**config.mk**
```make
export PLATFORM = sky130hd
export DESIGN_NAME = node_injector
export DESIGN_NICKNAME = d
export VERILOG_FILES = /design/src/rtl/node_injector.sv
export SDC_FILE = /design/constraint.sdc
export NUM_CORES = 1
export LEC_CHECK = 0
export CORE_MARGIN = 10
export CORE_UTILIZATION = 40
export DETAILED_ROUTE_END_ITERATION = 7
export HOLD_SLACK_MARGIN = 0.06
export PLACE_DENSITY = 0.74
export SLEW_MARGIN = 20
export SYNTH_ARGS = -nofsm -noshare
export SYNTH_HDL_FRONTEND = slang
export SYNTH_SLANG_ARGS = --single-unit
```
**constraint.sdc**
```tcl
create_clock -name clk -period 3.18 [get_ports clk]
set_clock_uncertainty 0.2 [all_clocks]
set_input_delay 0.477 -clock clk [delete_from_list [all_inputs] [get_ports clk]]
set_output_delay 0.477 -clock clk [all_outputs]
set_load 0.02 [all_outputs]
```
**src/rtl/node_injector.sv**
```systemverilog
// Terminal-side injection port: turns packet requests and payload words
// into head/body/tail flits and tracks per-VC downstream credits.
module node_injector #(
    parameter int num_vcs            = 4,
    parameter int buffer_size        = 8,
    parameter int max_payload_length = 4,
    parameter int flit_data_width    = 64,
    localparam int vc_idx_width    = $clog2(num_vcs),
    localparam int len_width       = $clog2(max_payload_length + 1),
    localparam int credit_width    = $clog2(buffer_size + 1),
    localparam int channel_width   = 1 + vc_idx_width + 2 + flit_data_width,
    localparam int flow_ctrl_width = 1 + vc_idx_width
) (
    input  logic                       clk,
    input  logic                       reset,
    input  logic                       pkt_valid,
    output logic                       pkt_ready,
    input  logic [vc_idx_width-1:0]    pkt_vc,
    input  logic [len_width-1:0]       pkt_len,
    input  logic [flit_data_width-1:0] pkt_head_data,
    input  logic                       pld_valid,
    output logic                       pld_ready,
    input  logic [flit_data_width-1:0] pld_data,
    output logic [channel_width-1:0]   channel_out,
    input  logic [flow_ctrl_width-1:0] flow_ctrl_in,
    output logic                       busy,
    output logic                       error
);

    localparam logic [1:0] IDLE = 2'd0;
    localparam logic [1:0] HEAD = 2'd1;
    localparam logic [1:0] BODY = 2'd2;

    logic [1:0]                 state;
    logic [vc_idx_width-1:0]    vc_q;
    logic [len_width-1:0]       len_q;
    logic [len_width-1:0]       remaining;
    logic [flit_data_width-1:0] head_q;
    logic [credit_width-1:0]    credit [num_vcs];

    logic                       credit_valid;
    logic [vc_idx_width-1:0]    credit_vc;
    logic                       has_credit;
    logic                       head_send;
    logic                       body_send;
    logic                       send;
    logic                       accept;
    logic                       oversize;
    logic                       flit_tail;
    logic [flit_data_width-1:0] flit_data;
    logic [num_vcs-1:0]         inc;
    logic [num_vcs-1:0]         dec;
    logic                       overflow;

    assign credit_valid = flow_ctrl_in[flow_ctrl_width-1];
    assign credit_vc    = flow_ctrl_in[vc_idx_width-1:0];

    assign pkt_ready = (state == IDLE);
    assign busy      = (state != IDLE);
    assign accept    = pkt_ready && pkt_valid;
    assign oversize  = pkt_len > len_width'(max_payload_length);

    assign has_credit = (credit[vc_q] != '0);
    assign head_send  = (state == HEAD) && has_credit;
    assign body_send  = (state == BODY) && has_credit && pld_valid;
    assign send       = head_send || body_send;
    assign pld_ready  = body_send;

    assign flit_tail = head_send ? (len_q == '0)
                                 : (remaining == len_width'(1));
    assign flit_data = head_send ? head_q : pld_data;

    // A send and a return on the same VC cancel out
    always_comb begin
        inc      = '0;
        dec      = '0;
        overflow = 1'b0;
        for (int v = 0; v < num_vcs; v++) begin
            inc[v] = credit_valid && (credit_vc == vc_idx_width'(v));
            dec[v] = send && (vc_q == vc_idx_width'(v));
            if (inc[v] && !dec[v] &&
                credit[v] == credit_width'(buffer_size))
                overflow = 1'b1;
        end
    end

    always_ff @(posedge clk or negedge reset) begin
        if (!reset) begin
            for (int v = 0; v < num_vcs; v++)
                credit[v] <= credit_width'(buffer_size);
        end else begin
            for (int v = 0; v < num_vcs; v++) begin
                if (inc[v] && !dec[v]) begin
                    if (credit[v] != credit_width'(buffer_size))
                        credit[v] <= credit[v] + 1'b1;
                end else if (dec[v] && !inc[v]) begin
                    credit[v] <= credit[v] - 1'b1;
                end
            end
        end
    end

    always_ff @(posedge clk or negedge reset) begin
        if (!reset) begin
            state       <= IDLE;
            vc_q        <= '0;
            len_q       <= '0;
            remaining   <= '0;
            head_q      <= '0;
            channel_out <= '0;
            error       <= 1'b0;
        end else begin
            error <= error || overflow || (accept && oversize);
            if (send)
                channel_out <= {1'b1, vc_q, head_send, flit_tail, flit_data};
            else
                channel_out <= '0;
            unique case (state)
                IDLE: begin
                    if (pkt_valid) begin
                        vc_q   <= pkt_vc;
                        head_q <= pkt_head_data;
                        len_q  <= oversize ? len_width'(max_payload_length)
                                           : pkt_len;
                        state  <= HEAD;
                    end
                end
                HEAD: begin
                    if (head_send) begin
                        remaining <= len_q;
                        state     <= (len_q == '0) ? IDLE : BODY;
                    end
                end
                BODY: begin
                    if (body_send) begin
                        remaining <= remaining - 1'b1;
                        if (remaining == len_width'(1))
                            state <= IDLE;
                    end
                end
                default: state <= IDLE;
            endcase
        end
    end

endmodule

```
# After elaboration in Yosys (flattened, before gate mapping)
# Index checks and enable logic that the tools add are counted.
dict set report totals {
  out_inout_bits 73
  wordCells 134
  in_bits 140
  ff_bits 160
}
dict set report op_classes {
  n_lt_le_gt_ge 2
  n_addsub 9
  n_eq_ne 25
  bitwise 1
  n_reduce_logical 54
  n_mux 32
}
# operator count
set ops {}
lappend ops {{$mux 69} 1}
lappend ops {{$mux 64} 1}
lappend ops {{$mux 4} 14}
lappend ops {{$logic_and 1x1->1} 25}
lappend ops {{$add 4x1->4 const B} 4}
lappend ops {{$eq 4x4->1 const B} 4}
lappend ops {{$ne 4x4->1 const B} 4}
lappend ops {{$sub 4x1->4 const B} 4}
lappend ops {{$reduce_bool 2->1} 6}
lappend ops {{$eq 2x2->1 const B} 5}
lappend ops {{$mux 2} 5}
lappend ops {{$ne 2x1->1 const B} 5}
lappend ops {{$reduce_and 2->1} 5}
lappend ops {{$mux 3} 3}
lappend ops {{$bmux 4 s2} 1}
lappend ops {{$logic_not 1->1} 8}
lappend ops {{$eq 2x1->1 const B} 3}
lappend ops {{$logic_not 2->1} 3}
lappend ops {{$ne 2x2->1 const B} 3}
lappend ops {{$pmux 2 s3} 1}
lappend ops {{$pmux 3 s2} 1}
lappend ops {{$mux 1} 5}
lappend ops {{$reduce_and 4->1} 1}
lappend ops {{$reduce_bool 4->1} 1}
lappend ops {{other kinds (8)} 10}

# Depth between registers and ports, before layout
# Gate-level depths: netlist of the first run.
dict set report logic_depth {
  word_depth 18
  depth_mapped 11
  depth_no_buf 10
}

# Worst setup path after synthesis of the first run
# OpenSTA, ideal clock, no wires.
dict set report synth_path {
  path_type {reg-to-reg}
  start {register credit[13] (netlist bit)}
  end {register credit[15] (netlist bit)}
  setup_ns 0.082
  path_stages_with_launch 11
  arrival_time_ns 2.639
  required_time_ns 2.898
  path_buffers 1
  path_slack_ns 0.259
  synth_period_minus_slack_ns 2.921
  path_cell_list {dfrtp_1 -> nor4_1 -> o22ai_1 -> o21ai_1 -> buf_2 -> o21ai_0 -> ha_1 -> a21o_1 -> a21oi_1 -> or3_2 -> a22oi_1}
}
dict set report synth_via {
  elab_chain_len 12
  elab_cells_between_ends 21
  classes_between {2 x add/sub; 2 x eq/ne; 6 x mux; 11 x reduce/logical}
}
# element line_no
set synth_rtl {}
lappend synth_rtl {{from (decl)} 39} ;# logic [credit_width-1:0] credit [num_vcs];
lappend synth_rtl {{from (signal, indexed assignment)} 90} ;# credit[v] <= credit_width'(buffer_size);
lappend synth_rtl {{from (signal, indexed assignment)} 95} ;# credit[v] <= credit[v] + 1'b1;
lappend synth_rtl {{from (signal, indexed assignment)} 97} ;# credit[v] <= credit[v] - 1'b1;
lappend synth_rtl {{$bmux 4 s2} 63} ;# assign has_credit = (credit[vc_q] != '0);
lappend synth_rtl {{$mux 4 (implied by the code) (2 in series)} 63}
lappend synth_rtl {{$reduce_bool 4->1} 63}
lappend synth_rtl {{$logic_and 1x1->1 (2 in series)} 65} ;# assign body_send = (state == BODY) && has_credit && pld_valid;
lappend synth_rtl {{$logic_or 1x1->1} 66} ;# assign send = head_send || body_send;
lappend synth_rtl {{$logic_and 1x1->1} 80} ;# dec[v] = send && (vc_q == vc_idx_width'(v));
lappend synth_rtl {{$logic_not 1->1} 93} ;# if (inc[v] && !dec[v]) begin
lappend synth_rtl {{$logic_and 1x1->1} 93}
lappend synth_rtl {{$ne 2x1->1 (no source line) / $reduce_bool 2->1 (equally long branches)} --}
lappend synth_rtl {{$reduce_and 2->1 (no source line)} --}
# Parallel ways exist; a longest one is shown, timed or not. The select of a mux whose other input is x is not followed.
# A chain may end at the register's enable or synchronous reset.

# Worst setup path after layout of the first run
dict set report layout_path {
  start {register vc_q[1]}
  end {register credit[15] (netlist bit)}
}
dict set report layout_via {
  elab_chain_len 13
  elab_cells_between_ends 18
  classes_between {1 x eq/ne; 4 x mux; 1 x bitwise; 12 x reduce/logical}
}
# element line_no
set layout_rtl {}
lappend layout_rtl {{from (decl)} 35} ;# logic [vc_idx_width-1:0] vc_q;
lappend layout_rtl {{from (signal assigned)} 121} ;# vc_q <= pkt_vc;
lappend layout_rtl {{$not 2->3 (implied by the code)} 63}
lappend layout_rtl {{$bmux 4 s2} 63}
lappend layout_rtl {{$mux 4 (implied by the code) (2 in series)} 63}
lappend layout_rtl {{$reduce_bool 4->1} 63}
lappend layout_rtl {{$logic_and 1x1->1 (2 in series)} 65}
lappend layout_rtl {{$logic_or 1x1->1} 66}
lappend layout_rtl {{$logic_and 1x1->1 *} 80}
lappend layout_rtl {{$logic_not 1->1} 93}
lappend layout_rtl {{$logic_and 1x1->1} 93}
lappend layout_rtl {{$ne 2x1->1 (no source line) / $reduce_bool 2->1 (equally long branches)} --}
lappend layout_rtl {{$reduce_and 2->1 (no source line)} --}
# Mark *: on every way between the ends. The rest lies on a longest branch, timed or not. The select of a mux whose other input is x is not followed.

==> metrics.txt, run 1 <==
# TYPE chip_impl_metric gauge
chip_impl_metric{name="syn_to_final_growth",unit="%"} 45.1
chip_impl_metric{name="detailroute.wirelength.met3",unit="mm"} 1.09
chip_impl_metric{name="timing.critical_path.required",unit="ps"} 3310
chip_impl_metric{name="grt_antenna_before_repair",unit=""} 0
chip_impl_metric{name="worst_pin_slew",unit="ps"} 766
chip_impl_metric{name="max-vdd-ir-drop",unit="mV"} 0.452
chip_impl_metric{name="finalHoldWorstSlack",unit="ps"} 273
chip_impl_info{name="layout_common_cells",value="sky130_fd_sc_hd__nand2_1, sky130_fd_sc_hd__clkdlybuf4s50_1, sky130_fd_sc_hd__dfrtp_1"} 1
chip_impl_metric{name="synth_sequential_area_ratio",unit=""} 0.595
chip_impl_info{name="main_combinational_cell_family_by_area_after_synthesis",value="simple AND/OR/NAND/NOR gates"} 1
chip_impl_metric{name="globalRouteTotalUtil",unit=""} 0.164
chip_impl_metric{name="synth_mux_area_frac",unit=""} 0.0239
chip_impl_metric{name="post_synth_num_cell_types",unit=""} 58
chip_impl_metric{name="globalRoute.totalOverflow",unit=""} 0
chip_impl_metric{name="switching_share_of_total_power",unit=""} 0.365
chip_impl_metric{name="htreeDepth",unit=""} 4
chip_impl_metric{name="drive_gt1_frac",unit=""} 0.0860
chip_impl_metric{name="first_pass_iters",unit=""} 4
chip_impl_metric{name="final_cells",unit=""} 1069
chip_impl_metric{name="detail_route.iter0.violations",unit=""} 272
chip_impl_metric{name="fp.dieW",unit="um"} 150
chip_impl_metric{name="multi_input_comb_area",unit="sq um"} 2580
chip_impl_metric{name="die_y",unit="um"} 150
chip_impl_metric{name="post_synth_fa_ha_maj_area_fraction",unit=""} 0.0304
chip_impl_info{name="unrepaired_setup_endpoints_after_global_routing",value="no"} 1
chip_impl_info{name="topRoutingLayerUsed",value="met4"} 1
chip_impl_metric{name="initial_utilization",unit=""} 0.408
chip_impl_metric{name="netlist_area",unit="sq um"} 6740
chip_impl_metric{name="timing.final.setup_violations",unit=""} 0
chip_impl_metric{name="route.met2.wl",unit="mm"} 9.14
chip_impl_metric{name="pwr-share-clk",unit=""} 0.227
chip_impl_info{name="run_status",value="finished clean"} 1
chip_impl_metric{name="ys_ff_latch",unit=""} 160
chip_impl_metric{name="worstPathArrival",unit="ps"} 3040
chip_impl_metric{name="cts_sinks",unit=""} 160
chip_impl_metric{name="power.combinational.fraction",unit=""} 0.400
chip_impl_metric{name="sequential_cell_area",unit="sq um"} 4010
chip_impl_metric{name="boundaryPins",unit=""} 213
chip_impl_metric{name="dpl.hpwl",unit="mm"} 13.5
chip_impl_metric{name="fmax",unit="GHz"} 0.344
chip_impl_metric{name="final-hold-violation-count",unit=""} 0
chip_impl_metric{name="synth-compound-area-share",unit=""} 0.138
chip_impl_metric{name="synth_enable_flop_cells",unit=""} 0
chip_impl_metric{name="path_clk_slew",unit="ps"} 70
chip_impl_metric{name="min_period_over_period",unit=""} 0.915
chip_impl_metric{name="grt_start_max_net_pins",unit=""} 66
chip_impl_info{name="final_common_cell",value="sky130_fd_sc_hd__nand2_1"} 1
chip_impl_metric{name="post-route-drc-count",unit=""} 0
chip_impl_metric{name="synthesis.area_per_instance",unit="sq um"} 10.8
chip_impl_info{name="worstSetupEndpointType",value="register"} 1
chip_impl_metric{name="synth.yosys.warnings",unit=""} 0
chip_impl_metric{name="post_drt_wl_per_cell",unit="um"} 17.6
chip_impl_metric{name="cellInternalPower",unit="W"} 0.00587
chip_impl_metric{name="drv.max_cap_violation_count",unit=""} 0
chip_impl_metric{name="num-fill-cells",unit=""} 1359
chip_impl_info{name="cts_tree",value="yes"} 1
chip_impl_metric{name="tritoncts.num_buffers",unit=""} 17
chip_impl_info{name="min_path_type",value="register to register"} 1
chip_impl_metric{name="syn_nets",unit=""} 778
chip_impl_metric{name="leakage_power",unit="nW"} 4.53
chip_impl_metric{name="fp.coreArea",unit="sq um"} 16500
chip_impl_metric{name="stdcell_area",unit="sq um"} 9780
chip_impl_metric{name="wirelength",unit="mm"} 18.8
chip_impl_metric{name="place.port_buffers",unit=""} 212
chip_impl_metric{name="totalNegativeSetupSlack",unit="ps"} 0
chip_impl_metric{name="drtAntennaViolNets",unit=""} 0
chip_impl_metric{name="yosys.area_share.xor_xnor",unit=""} 0.00780
chip_impl_info{name="dominantRegCellSynth",value="sky130_fd_sc_hd__dfrtp_1"} 1
chip_impl_metric{name="gp_congestion",unit=""} 0.808
chip_impl_metric{name="synth-async-reset-ratio",unit=""} 1.00
chip_impl_metric{name="total_switching_power",unit="W"} 0.00337
chip_impl_metric{name="layout.nets",unit=""} 990
chip_impl_info{name="setup.worst_path.start_class",value="register"} 1
chip_impl_metric{name="grt_pass1_vias",unit=""} 5266
chip_impl_metric{name="dr_total_vias",unit=""} 5282
chip_impl_metric{name="drt-vias-per-instance",unit=""} 4.94
chip_impl_metric{name="drt-met1-wl",unit="mm"} 8.08
chip_impl_metric{name="numPlacedInstances",unit=""} 1036
chip_impl_metric{name="n_antenna_cell",unit=""} 0
chip_impl_metric{name="place_area",unit="sq um"} 9130
chip_impl_metric{name="path_max_fanout",unit=""} 7
chip_impl_metric{name="seq_power_share",unit=""} 0.373
chip_impl_metric{name="timing.slew.headroom",unit=""} 0.489
chip_impl_metric{name="placement_rows",unit=""} 47
chip_impl_metric{name="insertion_delay",unit="ps"} 420
chip_impl_metric{name="post_synthesis_simple_gate_area_fraction",unit=""} 0.174
chip_impl_metric{name="maxSlewViolCount",unit=""} 0
chip_impl_info{name="cts.root.buffer_cell",value="sky130_fd_sc_hd__clkbuf_16"} 1
chip_impl_metric{name="post-cts-setup-buffer-count",unit=""} 0
chip_impl_metric{name="die-area",unit="sq um"} 22400
chip_impl_info{name="critical_path_class",value="register to register"} 1
chip_impl_metric{name="grt_pass1_wl",unit="mm"} 28.9
chip_impl_metric{name="cts_max_path_bufs",unit=""} 2
chip_impl_metric{name="powerDensity",unit="nW/um^2"} 945
chip_impl_metric{name="layout.core_utilization",unit=""} 0.592
chip_impl_metric{name="layout_min_cycle_time",unit="ps"} 2910
chip_impl_metric{name="post_synth_inst_count",unit=""} 624
worst paths after layout:
| kind | start | to | slack, ps | depth (start not counted) |
|---|---|---|---|---|
| max | vc_q[1]$_DFFE_PN0P_ | credit[15]$_DFFE_PN1P_ | 270 | 10 |
| min | head_q[31]$_DFFE_PN0P_ | head_q[31]$_DFFE_PN0P_ | 270 | 2 |
| max reg2reg | vc_q[1]$_DFFE_PN0P_ | credit[15]$_DFFE_PN1P_ | 270 | 10 |
| min reg2reg | head_q[31]$_DFFE_PN0P_ | head_q[31]$_DFFE_PN0P_ | 270 | 2 |
| max in group asynchronous | reset | credit[11]$_DFFE_PN1P_ | 1660 | 3 |
| min in group asynchronous | reset | head_q[23]$_DFFE_PN0P_ | 340 | 2 |
worst max-delay path, stage by stage (launching register included):
cell and delay, ps:
sky130_fd_sc_hd__dfrtp_1 460, sky130_fd_sc_hd__or2_4 320, sky130_fd_sc_hd__o22ai_1 230, sky130_fd_sc_hd__o21ai_1 140, sky130_fd_sc_hd__o21ai_1 280, sky130_fd_sc_hd__ha_1 300, sky130_fd_sc_hd__a21o_1 160, sky130_fd_sc_hd__a21oi_1 280
sky130_fd_sc_hd__nand4b_1 160, sky130_fd_sc_hd__o32ai_1 160, sky130_fd_sc_hd__a22oi_1 130
power by group through the flow:
stage / combinational (W) / sequential [W] / clock, W
5_1_grt: 0.00406 / 0.00357 / 0.00223
3_3_place_gp: 0.00367 / 0.00343 / 0
6_report: 0.00370 / 0.00345 / 0.00210
3_5_place_dp: 0.00373 / 0.00346 / 0
2_1_floorplan: 0.00185 / 0.00378 / 0
4_1_cts: 0.00376 / 0.00345 / 0.00215
per-stage QoR:
stage / setup WS, ps / total power (W)
6_report: 271 / 0.00924
5_1_grt: 73.6 / 0.00986
4_1_cts: 172 / 0.00935
3_5_place_dp: -23.0 / 0.00719
3_3_place_gp: 159 / 0.00709
2_1_floorplan: 259 / 0.00563
per-layer routing:
layer | GRT usage | vias to the layer above
met2 | 0.267 | 158
met5 | 0 | -
met1 | 0.205 | 2531
li1 | - | 2562
met3 | 0.0402 | 31
met4 | 0.0685 | 0
Yosys cell counts (6+ instances only):
cell                       number  share of area
sky130_fd_sc_hd__buf_6          6          0.010
sky130_fd_sc_hd__o22ai_1        6         0.0056
sky130_fd_sc_hd__clkbuf_1      17         0.0095
sky130_fd_sc_hd__ha_1          10          0.019
sky130_fd_sc_hd__nand2_1      221           0.12
sky130_fd_sc_hd__mux2i_1        6         0.0089
sky130_fd_sc_hd__a22o_1        66          0.086
sky130_fd_sc_hd__a21oi_1       13         0.0097
sky130_fd_sc_hd__dfrtp_1      156           0.58
sky130_fd_sc_hd__inv_1          8         0.0045
sky130_fd_sc_hd__buf_2          8         0.0059
sky130_fd_sc_hd__nor2_1        10         0.0056
cell families after synthesis:
kind of cell / count (synthesis)
xor+xnor: 6
simple gates: 275
buf+inv: 40
fa+ha+maj: 14
flops: 160
mux: 14
compound gates: 115
registers in the layout (all words and copies together), names as in the netlist:
name	cells
remaining	3
head_q	64
state	2
vc_q	2
error	1
credit	16
channel_out	69
len_q	3
what timing repair did:
item,in CTS,in global routing
hold buffers,1,0
resized for setup,3,3
cloned,0,0
hold endpoints to repair,39,0
setup endpoints to repair,1,1
area by class of cell:
| type | count | area share |
|---|---|---|
| sequential | 160 | 0.410 |
| tap | 220 | 0.0282 |
| multi-input combinational | 424 | 0.264 |
| clock inverter | 12 | 0.0150 |
| timing repair buffer | 225 | 0.232 |
| inverter | 8 | 0.00307 |
| clock buffer | 20 | 0.0477 |
Power figures use the tool's default switching activity.
==> run 2, diff against run 1 <==
--- a/config.mk
+++ b/config.mk
@@ -6,10 +6,11 @@
 export NUM_CORES = 1
 export LEC_CHECK = 0
 export CORE_MARGIN = 10
-export CORE_UTILIZATION = 40
+export CORE_UTILIZATION = 45
 export DETAILED_ROUTE_END_ITERATION = 7
+export DONT_BUFFER_PORTS = 1
 export HOLD_SLACK_MARGIN = 0.06
-export PLACE_DENSITY = 0.74
+export PLACE_DENSITY = 0.63
 export SLEW_MARGIN = 20
 export SYNTH_ARGS = -nofsm -noshare
 export SYNTH_HDL_FRONTEND = slang
==> metrics.txt, run 2 (same netlist as run 1, synthesis figures left out) <==
# TYPE chip_impl_metric gauge
chip_impl_metric{name="tritoncts.num_buffers",unit=""} 17
chip_impl_metric{name="path_clk_slew",unit="ps"} 70
chip_impl_metric{name="leakage_power",unit="nW"} 4.25
chip_impl_metric{name="placement_rows",unit=""} 44
chip_impl_metric{name="drtAntennaViolNets",unit=""} 0
chip_impl_metric{name="grt_start_max_net_pins",unit=""} 161
chip_impl_metric{name="detail_route.iter0.violations",unit=""} 302
chip_impl_metric{name="gp_congestion",unit=""} 0.829
chip_impl_metric{name="final_cells",unit=""} 952
chip_impl_metric{name="grt_pass1_wl",unit="mm"} 29.9
chip_impl_metric{name="worstPathArrival",unit="ps"} 2990
chip_impl_info{name="final_common_cell",value="sky130_fd_sc_hd__nand2_1"} 1
chip_impl_metric{name="post-cts-setup-buffer-count",unit=""} 0
chip_impl_metric{name="num-fill-cells",unit=""} 1081
chip_impl_metric{name="dr_total_vias",unit=""} 5209
chip_impl_metric{name="dpl.hpwl",unit="mm"} 12.4
chip_impl_metric{name="fp.dieW",unit="um"} 142
chip_impl_info{name="layout_common_cells",value="sky130_fd_sc_hd__nand2_1, sky130_fd_sc_hd__dfrtp_1, sky130_fd_sc_hd__dlygate4sd3_1"} 1
chip_impl_info{name="violations",value="hold timing"} 1
chip_impl_metric{name="largest_reg_flops",unit=""} 69
chip_impl_metric{name="first_pass_iters",unit=""} 4
chip_impl_metric{name="syn_to_final_growth",unit="%"} 31.7
chip_impl_metric{name="fmax",unit="GHz"} 0.351
chip_impl_metric{name="worst_pin_slew",unit="ps"} 812
chip_impl_info{name="cts_tree",value="yes"} 1
chip_impl_metric{name="cts_sinks",unit=""} 160
chip_impl_metric{name="grt_pass1_vias",unit=""} 5478
chip_impl_info{name="cts.root.buffer_cell",value="sky130_fd_sc_hd__clkbuf_16"} 1
chip_impl_metric{name="cts_hold_buffers",unit=""} 134
chip_impl_metric{name="path_max_fanout",unit=""} 6
chip_impl_metric{name="powerDensity",unit="nW/um^2"} 965
chip_impl_metric{name="post-route-drc-count",unit=""} 0
chip_impl_info{name="largestRegisters",value="channel_out x69, head_q x64, credit x16"} 1
chip_impl_info{name="top_register",value="channel_out"} 1
chip_impl_metric{name="timing.reg2reg.worst_path_depth",unit=""} 9
chip_impl_metric{name="final-hold-violation-count",unit=""} 160
chip_impl_metric{name="drive_gt1_frac",unit=""} 0.0900
chip_impl_metric{name="timing.slew.headroom",unit=""} 0.459
chip_impl_metric{name="insertion_delay",unit="ps"} 420
chip_impl_metric{name="grt_antenna_before_repair",unit=""} 0
chip_impl_metric{name="globalRoute.totalOverflow",unit=""} 0
chip_impl_metric{name="place.port_buffers",unit=""} 0
chip_impl_metric{name="wirelength",unit="mm"} 19.2
chip_impl_metric{name="htreeDepth",unit=""} 4
chip_impl_metric{name="place_worst_setup_slack",unit="ps"} 238
chip_impl_info{name="critical_path_class",value="register to register"} 1
chip_impl_metric{name="min_period_over_period",unit=""} 0.897
chip_impl_info{name="run_status",value="finished, violations left"} 1
chip_impl_metric{name="timing.final.setup_violations",unit=""} 0
chip_impl_info{name="unrepaired_setup_endpoints_after_global_routing",value="no"} 1
chip_impl_metric{name="max-vdd-ir-drop",unit="mV"} 0.915
chip_impl_info{name="worstSetupEndpointType",value="register"} 1
chip_impl_metric{name="die_y",unit="um"} 142
chip_impl_metric{name="boundaryPins",unit=""} 213
chip_impl_metric{name="drv.max_cap_violation_count",unit=""} 0
chip_impl_metric{name="layout_min_cycle_time",unit="ps"} 2850
chip_impl_metric{name="timing.critical_path.required",unit="ps"} 3320
chip_impl_metric{name="die-area",unit="sq um"} 20300
chip_impl_metric{name="initial_utilization",unit=""} 0.462
chip_impl_info{name="setup.worst_path.start_class",value="register"} 1
chip_impl_metric{name="post_drt_wl_per_cell",unit="um"} 20.2
chip_impl_metric{name="numPlacedInstances",unit=""} 785
chip_impl_metric{name="maxSlewViolCount",unit=""} 0
chip_impl_metric{name="layout.nets",unit=""} 908
chip_impl_metric{name="drt-vias-per-instance",unit=""} 5.47
chip_impl_metric{name="globalRouteTotalUtil",unit=""} 0.185
chip_impl_metric{name="finalHoldWorstSlack",unit="ps"} -458
chip_impl_metric{name="totalNegativeSetupSlack",unit="ps"} 0
chip_impl_metric{name="fp.coreArea",unit="sq um"} 14600
chip_impl_metric{name="worst_slack",unit="ps"} 327
chip_impl_metric{name="cts_max_path_bufs",unit=""} 2
chip_impl_info{name="min_path_type",value="primary input to asynchronous set/reset pin"} 1
==> run 2: cell types whose count changed in the layout (fill, tap and decap cells not counted), sizes merged <==
cell,previous run,this run
inv,13,15
dlygate4sd2,1,0
clkdlybuf4s50,210,0
diode,0,1
clkinvlp,2,1
buf,13,9
clkinv,3,5
dlygate4sd3,1,134
clkbuf,20,17
==> run 2: cell type report <==
| type | count | area (sq um) | area share |
|---|---|---|---|
| inverter | 8 | 30.0 | 0.00338 |
| clock buffer | 17 | 425 | 0.0479 |
| multi-input combinational | 424 | 2570 | 0.289 |
| timing repair buffer | 143 | 1430 | 0.162 |
| antenna | 1 | 2.50 | 0.000282 |
| sequential | 160 | 4010 | 0.452 |
| tap | 184 | 230 | 0.0259 |
| clock inverter | 15 | 175 | 0.0197 |
==> run 2: layer usage <==
layer / GRT usage / vias up / share of wire
met3: 0.0617 / 33 / 0.085
met4: 0.0714 / 0 / 0.024
li1: - / 2389 / -
met2: 0.303 / 236 / 0.50
met1: 0.220 / 2551 / 0.40
met5: 0 / - / 0
==> run 2: worst max-delay path, stage by stage, from the launching register on <==
cell and delay [ps]:
sky130_fd_sc_hd__dfrtp_1 460, sky130_fd_sc_hd__nor4_2 380, sky130_fd_sc_hd__o22a_2 270, sky130_fd_sc_hd__a211o_1 160, sky130_fd_sc_hd__nand2_1 120, sky130_fd_sc_hd__ha_1 360
sky130_fd_sc_hd__a21oi_1 220, sky130_fd_sc_hd__nand3_1 120, sky130_fd_sc_hd__mux2_1 310, sky130_fd_sc_hd__mux2i_1 180
==> run 2: power breakdown <==
group / internal [W] / switching [W] / total [W] / leakage (nW)
clock network: 0.00119 / 0.000889 / 0.00207 / 0.296
registers: 0.00293 / 0.00106 / 0.00399 / 2.06
logic: 0.00109 / 0.00141 / 0.00250 / 1.90
==> run 2: path summary, 6_finish.rpt <==
check	startpoint	endpoint	slack [ps]
max in group asynchronous	reset	credit[7]$_DFFE_PN1P_	2890
worst min register to register	head_q[62]$_DFFE_PN0P_	head_q[62]$_DFFE_PN0P_	280
worst min-delay path	reset	head_q[11]$_DFFE_PN0P_	-460
min in group clk	pld_valid	state[1]$_DFFE_PN0P_	140
worst max register to register	credit[0]$_DFFE_PN0P_	credit[7]$_DFFE_PN1P_	330
worst max-delay path	credit[0]$_DFFE_PN0P_	credit[7]$_DFFE_PN1P_	330
==> run 2: through the flow <==
stage | hold WS (ps) | power [W] | util | area [sq um]
5_1_grt | -477 | 0.00911 | 0.608 | 8870
2_1_floorplan | -18.6 | 0.00563 | - | 6740
6_report | -458 | 0.00857 | 0.608 | 8870
3_3_place_gp | -13.7 | 0.00618 | 0.474 | 6910
3_5_place_dp | -13.7 | 0.00632 | 0.474 | 6910
4_1_cts | -470 | 0.00855 | 0.607 | 8850
==> run 2: timing repair <==
item / CTS / global route
endpoints found under the hold margin: 294 / 160
gates resized for setup: 0 / 4
endpoints found under the setup margin: 0 / 1
==> run 3, diff against run 2 <==
--- a/config.mk
+++ b/config.mk
@@ -6,11 +6,11 @@
 export NUM_CORES = 1
 export LEC_CHECK = 0
 export CORE_MARGIN = 10
-export CORE_UTILIZATION = 45
+export CORE_UTILIZATION = 55
 export DETAILED_ROUTE_END_ITERATION = 7
 export DONT_BUFFER_PORTS = 1
 export HOLD_SLACK_MARGIN = 0.06
-export PLACE_DENSITY = 0.63
+export PLACE_DENSITY = 0.73
 export SLEW_MARGIN = 20
 export SYNTH_ARGS = -nofsm -noshare
 export SYNTH_HDL_FRONTEND = slang
==> metrics.txt, run 3 (same netlist as run 1, synthesis figures left out) <==
# TYPE chip_impl_metric gauge
chip_impl_metric{name="cts_hold_buffers",unit=""} 134
chip_impl_metric{name="wirelength",unit="mm"} 19.4
chip_impl_metric{name="boundaryPins",unit=""} 213
chip_impl_metric{name="fp.dieW",unit="um"} 131
chip_impl_metric{name="timing.final.setup_violations",unit=""} 0
chip_impl_metric{name="timing.slew.headroom",unit=""} 0.506
chip_impl_metric{name="layout.nets",unit=""} 908
chip_impl_metric{name="power.combinational.fraction",unit=""} 0.291
chip_impl_metric{name="first_pass_iters",unit=""} 5
chip_impl_metric{name="max-vdd-ir-drop",unit="mV"} 0.560
chip_impl_metric{name="post-route-drc-count",unit=""} 0
chip_impl_metric{name="post-cts-setup-buffer-count",unit=""} 0
chip_impl_metric{name="globalRouteTotalUtil",unit=""} 0.229
chip_impl_metric{name="insertion_delay",unit="ps"} 420
chip_impl_metric{name="grt_antenna_before_repair",unit=""} 1
chip_impl_metric{name="worstPathArrival",unit="ps"} 3190
chip_impl_metric{name="tritoncts.num_buffers",unit=""} 17
chip_impl_metric{name="drt-met1-wl",unit="mm"} 7.14
chip_impl_metric{name="pwr-share-clk",unit=""} 0.247
chip_impl_metric{name="path_clk_slew",unit="ps"} 60
chip_impl_info{name="min_path_type",value="primary input to asynchronous set/reset pin"} 1
chip_impl_metric{name="dr_total_vias",unit=""} 5293
chip_impl_info{name="setup.worst_path.start_class",value="register"} 1
chip_impl_info{name="layout_common_cells",value="sky130_fd_sc_hd__nand2_1, sky130_fd_sc_hd__dfrtp_1, sky130_fd_sc_hd__dlygate4sd3_1"} 1
chip_impl_metric{name="path_max_fanout",unit=""} 5
chip_impl_metric{name="stdcell_area",unit="sq um"} 8810
chip_impl_metric{name="layout_min_cycle_time",unit="ps"} 3060
chip_impl_metric{name="number_of_gates_given_a_new_drive_strength_after_cts",unit=""} 0
chip_impl_info{name="cts_tree",value="yes"} 1
chip_impl_metric{name="min_period_over_period",unit=""} 0.962
chip_impl_metric{name="drv.max_cap_violation_count",unit=""} 0
chip_impl_metric{name="initial_utilization",unit=""} 0.561
chip_impl_info{name="final_common_cell",value="sky130_fd_sc_hd__nand2_1"} 1
chip_impl_info{name="timing.critical_path.cells",value="nor4_1 > o22ai_1 > o21ai_1 > o21ai_0 > ha_1 > a21o_1 > a21oi_1 > nand4b_1 > o32ai_1 > a22oi_1"} 1
chip_impl_metric{name="totalNegativeSetupSlack",unit="ps"} 0
chip_impl_metric{name="total_switching_power",unit="W"} 0.00324
chip_impl_metric{name="cts_max_path_bufs",unit=""} 2
chip_impl_metric{name="placement_rows",unit=""} 40
chip_impl_metric{name="worst_pin_slew",unit="ps"} 741
chip_impl_metric{name="htreeDepth",unit=""} 4
chip_impl_metric{name="detailroute.wirelength.met3",unit="mm"} 1.83
chip_impl_metric{name="fmax",unit="GHz"} 0.327
chip_impl_metric{name="drive_gt1_frac",unit=""} 0.0788
chip_impl_metric{name="grt_start_max_net_pins",unit=""} 161
chip_impl_metric{name="route.met2.wl",unit="mm"} 9.91
chip_impl_metric{name="drtAntennaViolNets",unit=""} 0
chip_impl_metric{name="cellInternalPower",unit="W"} 0.00539
chip_impl_metric{name="grt_pass1_wl",unit="mm"} 30.2
chip_impl_info{name="unrepaired_setup_endpoints_after_global_routing",value="no"} 1
chip_impl_info{name="largestRegisters",value="channel_out x69, head_q x64, credit x16"} 1
chip_impl_metric{name="detail_route.iter0.violations",unit=""} 379
chip_impl_info{name="run_status",value="finished, violations left"} 1
chip_impl_metric{name="die_y",unit="um"} 131
chip_impl_metric{name="globalRoute.totalOverflow",unit=""} 0
chip_impl_metric{name="largest_reg_flops",unit=""} 69
chip_impl_info{name="violations",value="hold timing"} 1
chip_impl_info{name="topRoutingLayerUsed",value="met4"} 1
chip_impl_metric{name="syn_to_final_growth",unit="%"} 30.6
chip_impl_metric{name="switching_share_of_total_power",unit=""} 0.376
chip_impl_metric{name="maxSlewViolCount",unit=""} 0
chip_impl_metric{name="timing.critical_path.required",unit="ps"} 3310
chip_impl_info{name="critical_path_class",value="register to register"} 1
chip_impl_metric{name="place.port_buffers",unit=""} 0
chip_impl_metric{name="drt-vias-per-instance",unit=""} 5.81
chip_impl_metric{name="finalHoldWorstSlack",unit="ps"} -448
chip_impl_metric{name="grt_pass1_vias",unit=""} 5548
chip_impl_metric{name="critical_path.max_stage_delay",unit="ps"} 540
chip_impl_metric{name="powerDensity",unit="nW/um^2"} 981
chip_impl_metric{name="dpl.hpwl",unit="mm"} 11.9
chip_impl_metric{name="gp_congestion",unit=""} 0.865
chip_impl_metric{name="leakage_power",unit="nW"} 4.25
chip_impl_metric{name="place_area",unit="sq um"} 6850
chip_impl_metric{name="die-area",unit="sq um"} 17100
chip_impl_metric{name="num-fill-cells",unit=""} 772
chip_impl_info{name="top_register",value="channel_out"} 1
chip_impl_metric{name="final-hold-violation-count",unit=""} 160
chip_impl_metric{name="seq_power_share",unit=""} 0.462
chip_impl_metric{name="cts_sinks",unit=""} 160
chip_impl_metric{name="fp.coreArea",unit="sq um"} 12000
chip_impl_info{name="slowest_stage",value="sky130_fd_sc_hd__nor4_1"} 1
chip_impl_metric{name="post_drt_wl_per_cell",unit="um"} 21.3
chip_impl_info{name="worstSetupEndpointType",value="register"} 1
chip_impl_info{name="cts.root.buffer_cell",value="sky130_fd_sc_hd__clkbuf_16"} 1
run 3: path summary, 6_finish.rpt:
kind	startpoint	to	slack [ps]	cells past startpoint
worst min register to register	head_q[28]$_DFFE_PN0P_	head_q[28]$_DFFE_PN0P_	270	2
worst max register to register	credit[13]$_DFFE_PN0P_	credit[15]$_DFFE_PN1P_	120	10
worst min-delay path	reset	channel_out[5]$_DFF_PN0_	-450	0
worst max-delay path	credit[13]$_DFFE_PN0P_	credit[15]$_DFFE_PN1P_	120	10
min in group clk	pld_valid	state[1]$_DFFE_PN0P_	130	2
max in group asynchronous	reset	credit[11]$_DFFE_PN1P_	2910	0
run 3: metal layers:
layer,vias to the layer above,global-route usage
met5,-,0
met4,0,0.104
met3,36,0.0834
met2,244,0.386
met1,2622,0.254
li1,2391,-
run 3: final cells by class:
type | instances | area, sq um | share of cell area
Sequential cell | 160 | 4010 | 0.455
Clock buffer | 19 | 443 | 0.0503
Timing Repair Buffer | 143 | 1420 | 0.161
Inverter | 8 | 30.0 | 0.00341
Tap cell | 147 | 184 | 0.0209
Antenna cell | 3 | 7.51 | 0.000853
Multi-Input combinational cell | 424 | 2550 | 0.289
Clock inverter | 7 | 164 | 0.0186
run 3: power by group through the flow:
| stage | sequential [W] | clock (W) | combinational [W] |
|---|---|---|---|
| floorplan | 0.00378 | 0 | 0.00185 |
| global placement | 0.00394 | 0 | 0.00221 |
| detailed placement | 0.00399 | 0 | 0.00231 |
| CTS | 0.00397 | 0.00216 | 0.00247 |
| global route | 0.00409 | 0.00227 | 0.00280 |
| finish | 0.00399 | 0.00214 | 0.00251 |
run 3: worst max-delay path: cells and delay by family, from the launching register on:
kind	cells	cell delay [ps]
flops	1	440
fa+ha+maj	1	350
compound gates	7	1310
simple gates	2	670
run 3: metrics by stage:
step	setup WS, ps	instances	util	power (W)	hold WS (ps)
after CTS	157	908	0.733	0.00859	-461
after detailed placement	213	748	0.570	0.00630	-13.9
after global routing	3.09	909	0.733	0.00917	-467
final	122	911	0.733	0.00864	-448
after global placement	370	748	0.570	0.00615	-14.0
after floorplan	259	624	-	0.00563	-18.6
